==> src/rtl/opb_register_ppc2simulink_sc.sv <==
// OPB slave with one 32-bit control register that the PPC writes and reads back.
// The register contents drive fabric logic; every effective write raises a one-cycle update pulse.
module opb_register_ppc2simulink_sc #(
   parameter logic [31:0] C_BASEADDR    = 32'h0000_0000,
   parameter logic [31:0] C_HIGHADDR    = 32'h0000_00FF,
   parameter int          C_OPB_AWIDTH  = 32,
   parameter int          C_OPB_DWIDTH  = 32,
   parameter              C_FAMILY      = "virtex5",
   parameter logic [31:0] C_RESET_VALUE = 32'h0000_0000
) (
   input  logic        OPB_Clk,
   input  logic        OPB_Rst_n,
   output logic [0:31] Sl_DBus,
   output logic        Sl_errAck,
   output logic        Sl_retry,
   output logic        Sl_toutSup,
   output logic        Sl_xferAck,
   input  logic [0:31] OPB_ABus,
   input  logic [0:3]  OPB_BE,
   input  logic [0:31] OPB_DBus,
   input  logic        OPB_RNW,
   input  logic        OPB_select,
   input  logic        OPB_seqAddr,
   output logic [31:0] user_data_out,
   output logic        user_update
);

   typedef enum logic {S_IDLE = 1'b0, S_ACK = 1'b1} state_t;

   state_t      r_state;
   state_t      w_state_nxt;
   logic        w_take;
   logic [31:0] w_addr;
   logic [31:0] w_offset;
   logic        w_hit;
   logic        w_off0;
   logic [31:0] w_wdata;
   logic [3:0]  w_be;
   logic [31:0] w_mask;
   logic        w_wr_en;
   logic        w_rd_en;
   logic [31:0] r_user;
   logic [31:0] r_dbus;
   logic        r_update;
   logic        w_unused;

   if (C_OPB_AWIDTH != 32 || C_OPB_DWIDTH != 32) begin : g_bad_width
      $error("opb_register_ppc2simulink_sc supports only 32-bit OPB address and data");
   end

   // OPB numbers bit 0 as the MSB, so a straight vector copy already realises bit i <-> bit 31-i.
   assign w_addr   = OPB_ABus;
   assign w_wdata  = OPB_DBus;
   assign w_be     = OPB_BE;
   assign w_offset = w_addr - C_BASEADDR;
   assign w_hit    = OPB_select && (w_addr >= C_BASEADDR) && (w_addr <= C_HIGHADDR);
   assign w_off0   = (w_offset[31:2] == 30'd0);
   assign w_mask   = {{8{w_be[3]}}, {8{w_be[2]}}, {8{w_be[1]}}, {8{w_be[0]}}};

   always_comb begin
      w_state_nxt = r_state;
      w_take      = 1'b0;
      case (r_state)
         S_IDLE: begin
            if (w_hit) begin
               w_state_nxt = S_ACK;
               w_take      = 1'b1;
            end
         end
         S_ACK: w_state_nxt = S_IDLE;
         default: w_state_nxt = S_IDLE;
      endcase
   end

   assign w_wr_en = w_take && !OPB_RNW && w_off0 && (w_be != 4'b0000);
   assign w_rd_en = w_take && OPB_RNW && w_off0;

   always_ff @(posedge OPB_Clk) begin
      if (!OPB_Rst_n) begin
         r_state <= S_IDLE;
      end else begin
         r_state <= w_state_nxt;
      end
   end

   // Read data is only non-zero in the ack cycle, so the bus can be wire-ORed with other slaves.
   always_ff @(posedge OPB_Clk) begin
      if (!OPB_Rst_n) begin
         r_user   <= C_RESET_VALUE;
         r_dbus   <= 32'd0;
         r_update <= 1'b0;
      end else begin
         if (w_wr_en) begin
            r_user <= (r_user & ~w_mask) | (w_wdata & w_mask);
         end
         r_dbus   <= w_rd_en ? r_user : 32'd0;
         r_update <= w_wr_en;
      end
   end

   assign Sl_DBus       = r_dbus;
   assign Sl_xferAck    = (r_state == S_ACK);
   assign Sl_errAck     = 1'b0;
   assign Sl_retry      = 1'b0;
   assign Sl_toutSup    = 1'b0;
   assign user_data_out = r_user;
   assign user_update   = r_update;

   assign w_unused = ^{OPB_seqAddr, w_offset[1:0], C_FAMILY};

endmodule

==> config.mk <==
export PLATFORM = sky130hd
export DESIGN_NAME = opb_register_ppc2simulink_sc
export DESIGN_NICKNAME = d
export VERILOG_FILES = /design/src/rtl/opb_register_ppc2simulink_sc.sv
export SDC_FILE = /design/constraint.sdc
export NUM_CORES = 1
export LEC_CHECK = 0
export BUFFER_PORTS_ARGS = -buffer_cell sky130_fd_sc_hd__buf_4
export CAP_MARGIN = 20
export CORE_MARGIN = 1.5
export CORE_UTILIZATION = 40
export CTS_CLUSTER_DIAMETER = 150
export DETAILED_ROUTE_END_ITERATION = 6
export PLACE_DENSITY_LB_ADDON = 0.08
export SLEW_MARGIN = 40
export SYNTH_ARGS = -nofsm -noshare
export SYNTH_HDL_FRONTEND = slang
export SYNTH_SLANG_ARGS = --single-unit
==> constraint.sdc <==
create_clock -name OPB_Clk -period 4.37 [get_ports OPB_Clk]
set_input_delay 1.0925 -clock OPB_Clk [delete_from_list [all_inputs] [get_ports OPB_Clk]]
set_output_delay 1.0925 -clock OPB_Clk [all_outputs]
set_load 0.02 [all_outputs]
==> run summary <==
Most common cell in the netlist - dfxtp_1
Slew margin rel. - 57.08%
Leak - 1.585 nW
Postcts setup bufs - 0
Yosys warning count - 0
Antenna Cells - 0
GRT Total Usage - 19.87%
Num rows - 29
Hold Buf Count CTS - 0
Maxcap violations - 0
Cts bufs inserted - 9
Resized cells post-CTS - 0
Internal power - 0.9052 mW
Post-synth EDFFs - 0
Pin count of the biggest net entering global routing - 36
Die W - 83.18 µm
Syn-to-layout area delta - 45.21%
# H-tree levels - 3
CP Capture Type - flip-flop
Peak supply drop - 0.0002088 V
Synth Flop Type - dfxtp_1
Initial antenna violation count - 0
Boundary pin count - 142
Pwr dens - 313.4 nW/µm²
CP Class - input pin to flip-flop
Mapped Area - 2571 µm²
Fin crit period - 2582 ps
Clk pwr share - 41.9%
Switch share - 22.63%
Sequential area share after synthesis - 51.39%
R2R cell count - 6
First-pass GRT wire length - 10,980 µm
Final setup fails - 0
Vias in the first global route - 2,272
PortBufs - 135
Routed len/inst - 15.36 µm
WP data arrival - 2860 ps
CTS clk-pin slew, worst paths - 70 ps
CTS Sinks - 66
Reg power frac - 51.4%
Worst setup SP type - input pin
Longest Clk Path Bufs - 2
Area of the die - 6918 µm²
Max Freq - 387.3 MHz
Synthesized flop and latch total - 66
1st-pass router iterations - 4
Starting Density - 40.96%
Worst slew pin tran - 643.8 ps
Residual DRC - 0
Setup TNS - 0 ps
Commonest cells in the netlist - 66 x dfxtp_1, 33 x nand4_1, 32 x a21oi_1, 32 x and2_1, 32 x o31ai_1
Clk Latency, worst-skew pair - 330 ps
Crit path required time - 4650 ps
Final ANT Viol Nets - 0
Hold_ws - 476.0 ps
Final Hold Fails - 0
Post-Syn Instances - 255
Dominant cell type by area after synthesis - dfxtp_1
Fin crit share - 59.08%
Hold path cells - 2
Remaining Overflow, GRT - 0
Top cell type's share of synthesized area - 51.39%
CTS tree - built
Syn_area_per_cell - 10.08 µm²
Post-synth ARST share - 0%
Initial DRC Count - 109
WL final - 7020 µm
Outcome - complete, no violations
Placer Congestion - 0.7442
Core ar. - 6277 µm²
Final Skew - 7.405 ps
Synth top area cells - dfxtp_1 51%, o31ai_1 9.3%, nand4_1 8.0%, and2_1 7.8%, a21oi_1 6.2%
Count of cell types in the netlist - 24
Clock Tree Root - clkbuf_8
Unrepaired setup endpoints after global routing - no
Crit-path max FO - 35
Detailed placement HPWL - 4742 µm
Worst Hold Class - flip-flop to flip-flop
Via count - 2,397
Die Y - 83.18 µm
Slew Limit Fails - 0
Share of layout cells above drive strength 1 - 43.95%
Nets - 448
Net switching power - 0.2647 mW
Vias/cell - 5.245
Logic pwr share - 6.7%
## layout by cell type, fill, tap and decap left out
cell type and instances:
a21oi_1 32, and2_1 32, and4_1 1, and4_2 1, buf_4 139, bufinv_16 1
clkbuf_1 1, clkbuf_8 9, clkinv_2 4, clkinvlp_4 1, conb_1 3, dfxtp_1 66
inv_2 1, nand2_1 1, nand2b_1 4, nand4_1 33, nand4_2 2, nor2_1 2
nor2b_1 4, nor3_4 1, nor4_1 1, nor4_2 5, nor4_4 2, nor4b_4 1
o31ai_1 32, o41ai_1 1
## final cells by class
| class | count | area, µm² |
|---|---|---|
| clock buffer | 10 | 127.6 |
| fill | 572 | 2544 |
| multi-input combinational | 158 | 1084 |
| tap | 77 | 96.34 |
| inverter | 1 | 3.754 |
| clock inverter | 6 | 57.56 |
| timing repair buffer | 139 | 1044 |
| sequential | 66 | 1321 |
## logic make-up (layout without fill, tap and decap cells)
group / after synthesis / in the layout / share of synthesized area (%)
buffers and inverters: 33 / 156 / 6.812
and+or+nand+nor: 90 / 90 / 25.74
other: 1 / 3 / 0.1458
AOI/OAI and AO/OA: 65 / 65 / 15.91
DFF: 66 / 66 / 51.39
## path summary, 6_finish.rpt
kind                                       startpoint  slack, ps                      to
worst max-delay path                      OPB_ABus[1]       1790  Sl_DBus[11]$_SDFF_PN0_
worst min-delay path                        flip-flop        480               flip-flop
worst max register to register  Sl_xferAck$_SDFF_PN0_       2520  Sl_DBus[11]$_SDFF_PN0_
worst min register to register              flip-flop        480               flip-flop
## critical path, stage by stage
cell and delay (ps):
buf_4 110, nor4_2 360, nand4_2 130, buf_4 280, nor3_4 420, buf_4 300
and2_1 160
## layer usage
layer	global-route usage (%)	up-vias	wire [µm]
li1	-	1170	-
met1	25.05	1113	2928
met2	31.71	109	3393
met3	7.654	5	650
met4	5.758	0	48
met5	0	-	0
## per-stage QoR
step / area [µm²] / utilization, % / total power, mW / worst slack [ps] / std cells
floorplan: 2579 / - / 0.6396 / 2084 / 257
global placement: 3547 / 56.51 / 0.6938 / 1348 / 441
detailed placement: 3548 / 56.53 / 0.6945 / 1413 / 441
CTS: 3734 / 59.48 / 1.181 / 1771 / 457
global route: 3734 / 59.48 / 1.218 / 1627 / 457
finish: 3734 / 59.48 / 1.170 / 1788 / 457
## power groups by stage
| stage | combinational [mW] | clock [mW] | sequential [mW] |
|---|---|---|---|
| 2_1_floorplan | 0.0247 | 0 | 0.615 |
| 3_3_place_gp | 0.0789 | 0 | 0.615 |
| 3_5_place_dp | 0.0795 | 0 | 0.615 |
| 4_1_cts | 0.0796 | 0.501 | 0.601 |
| 5_1_grt | 0.0848 | 0.532 | 0.601 |
| 6_report | 0.0788 | 0.490 | 0.601 |
No activity file was read; power rests on OpenSTA's default activity.
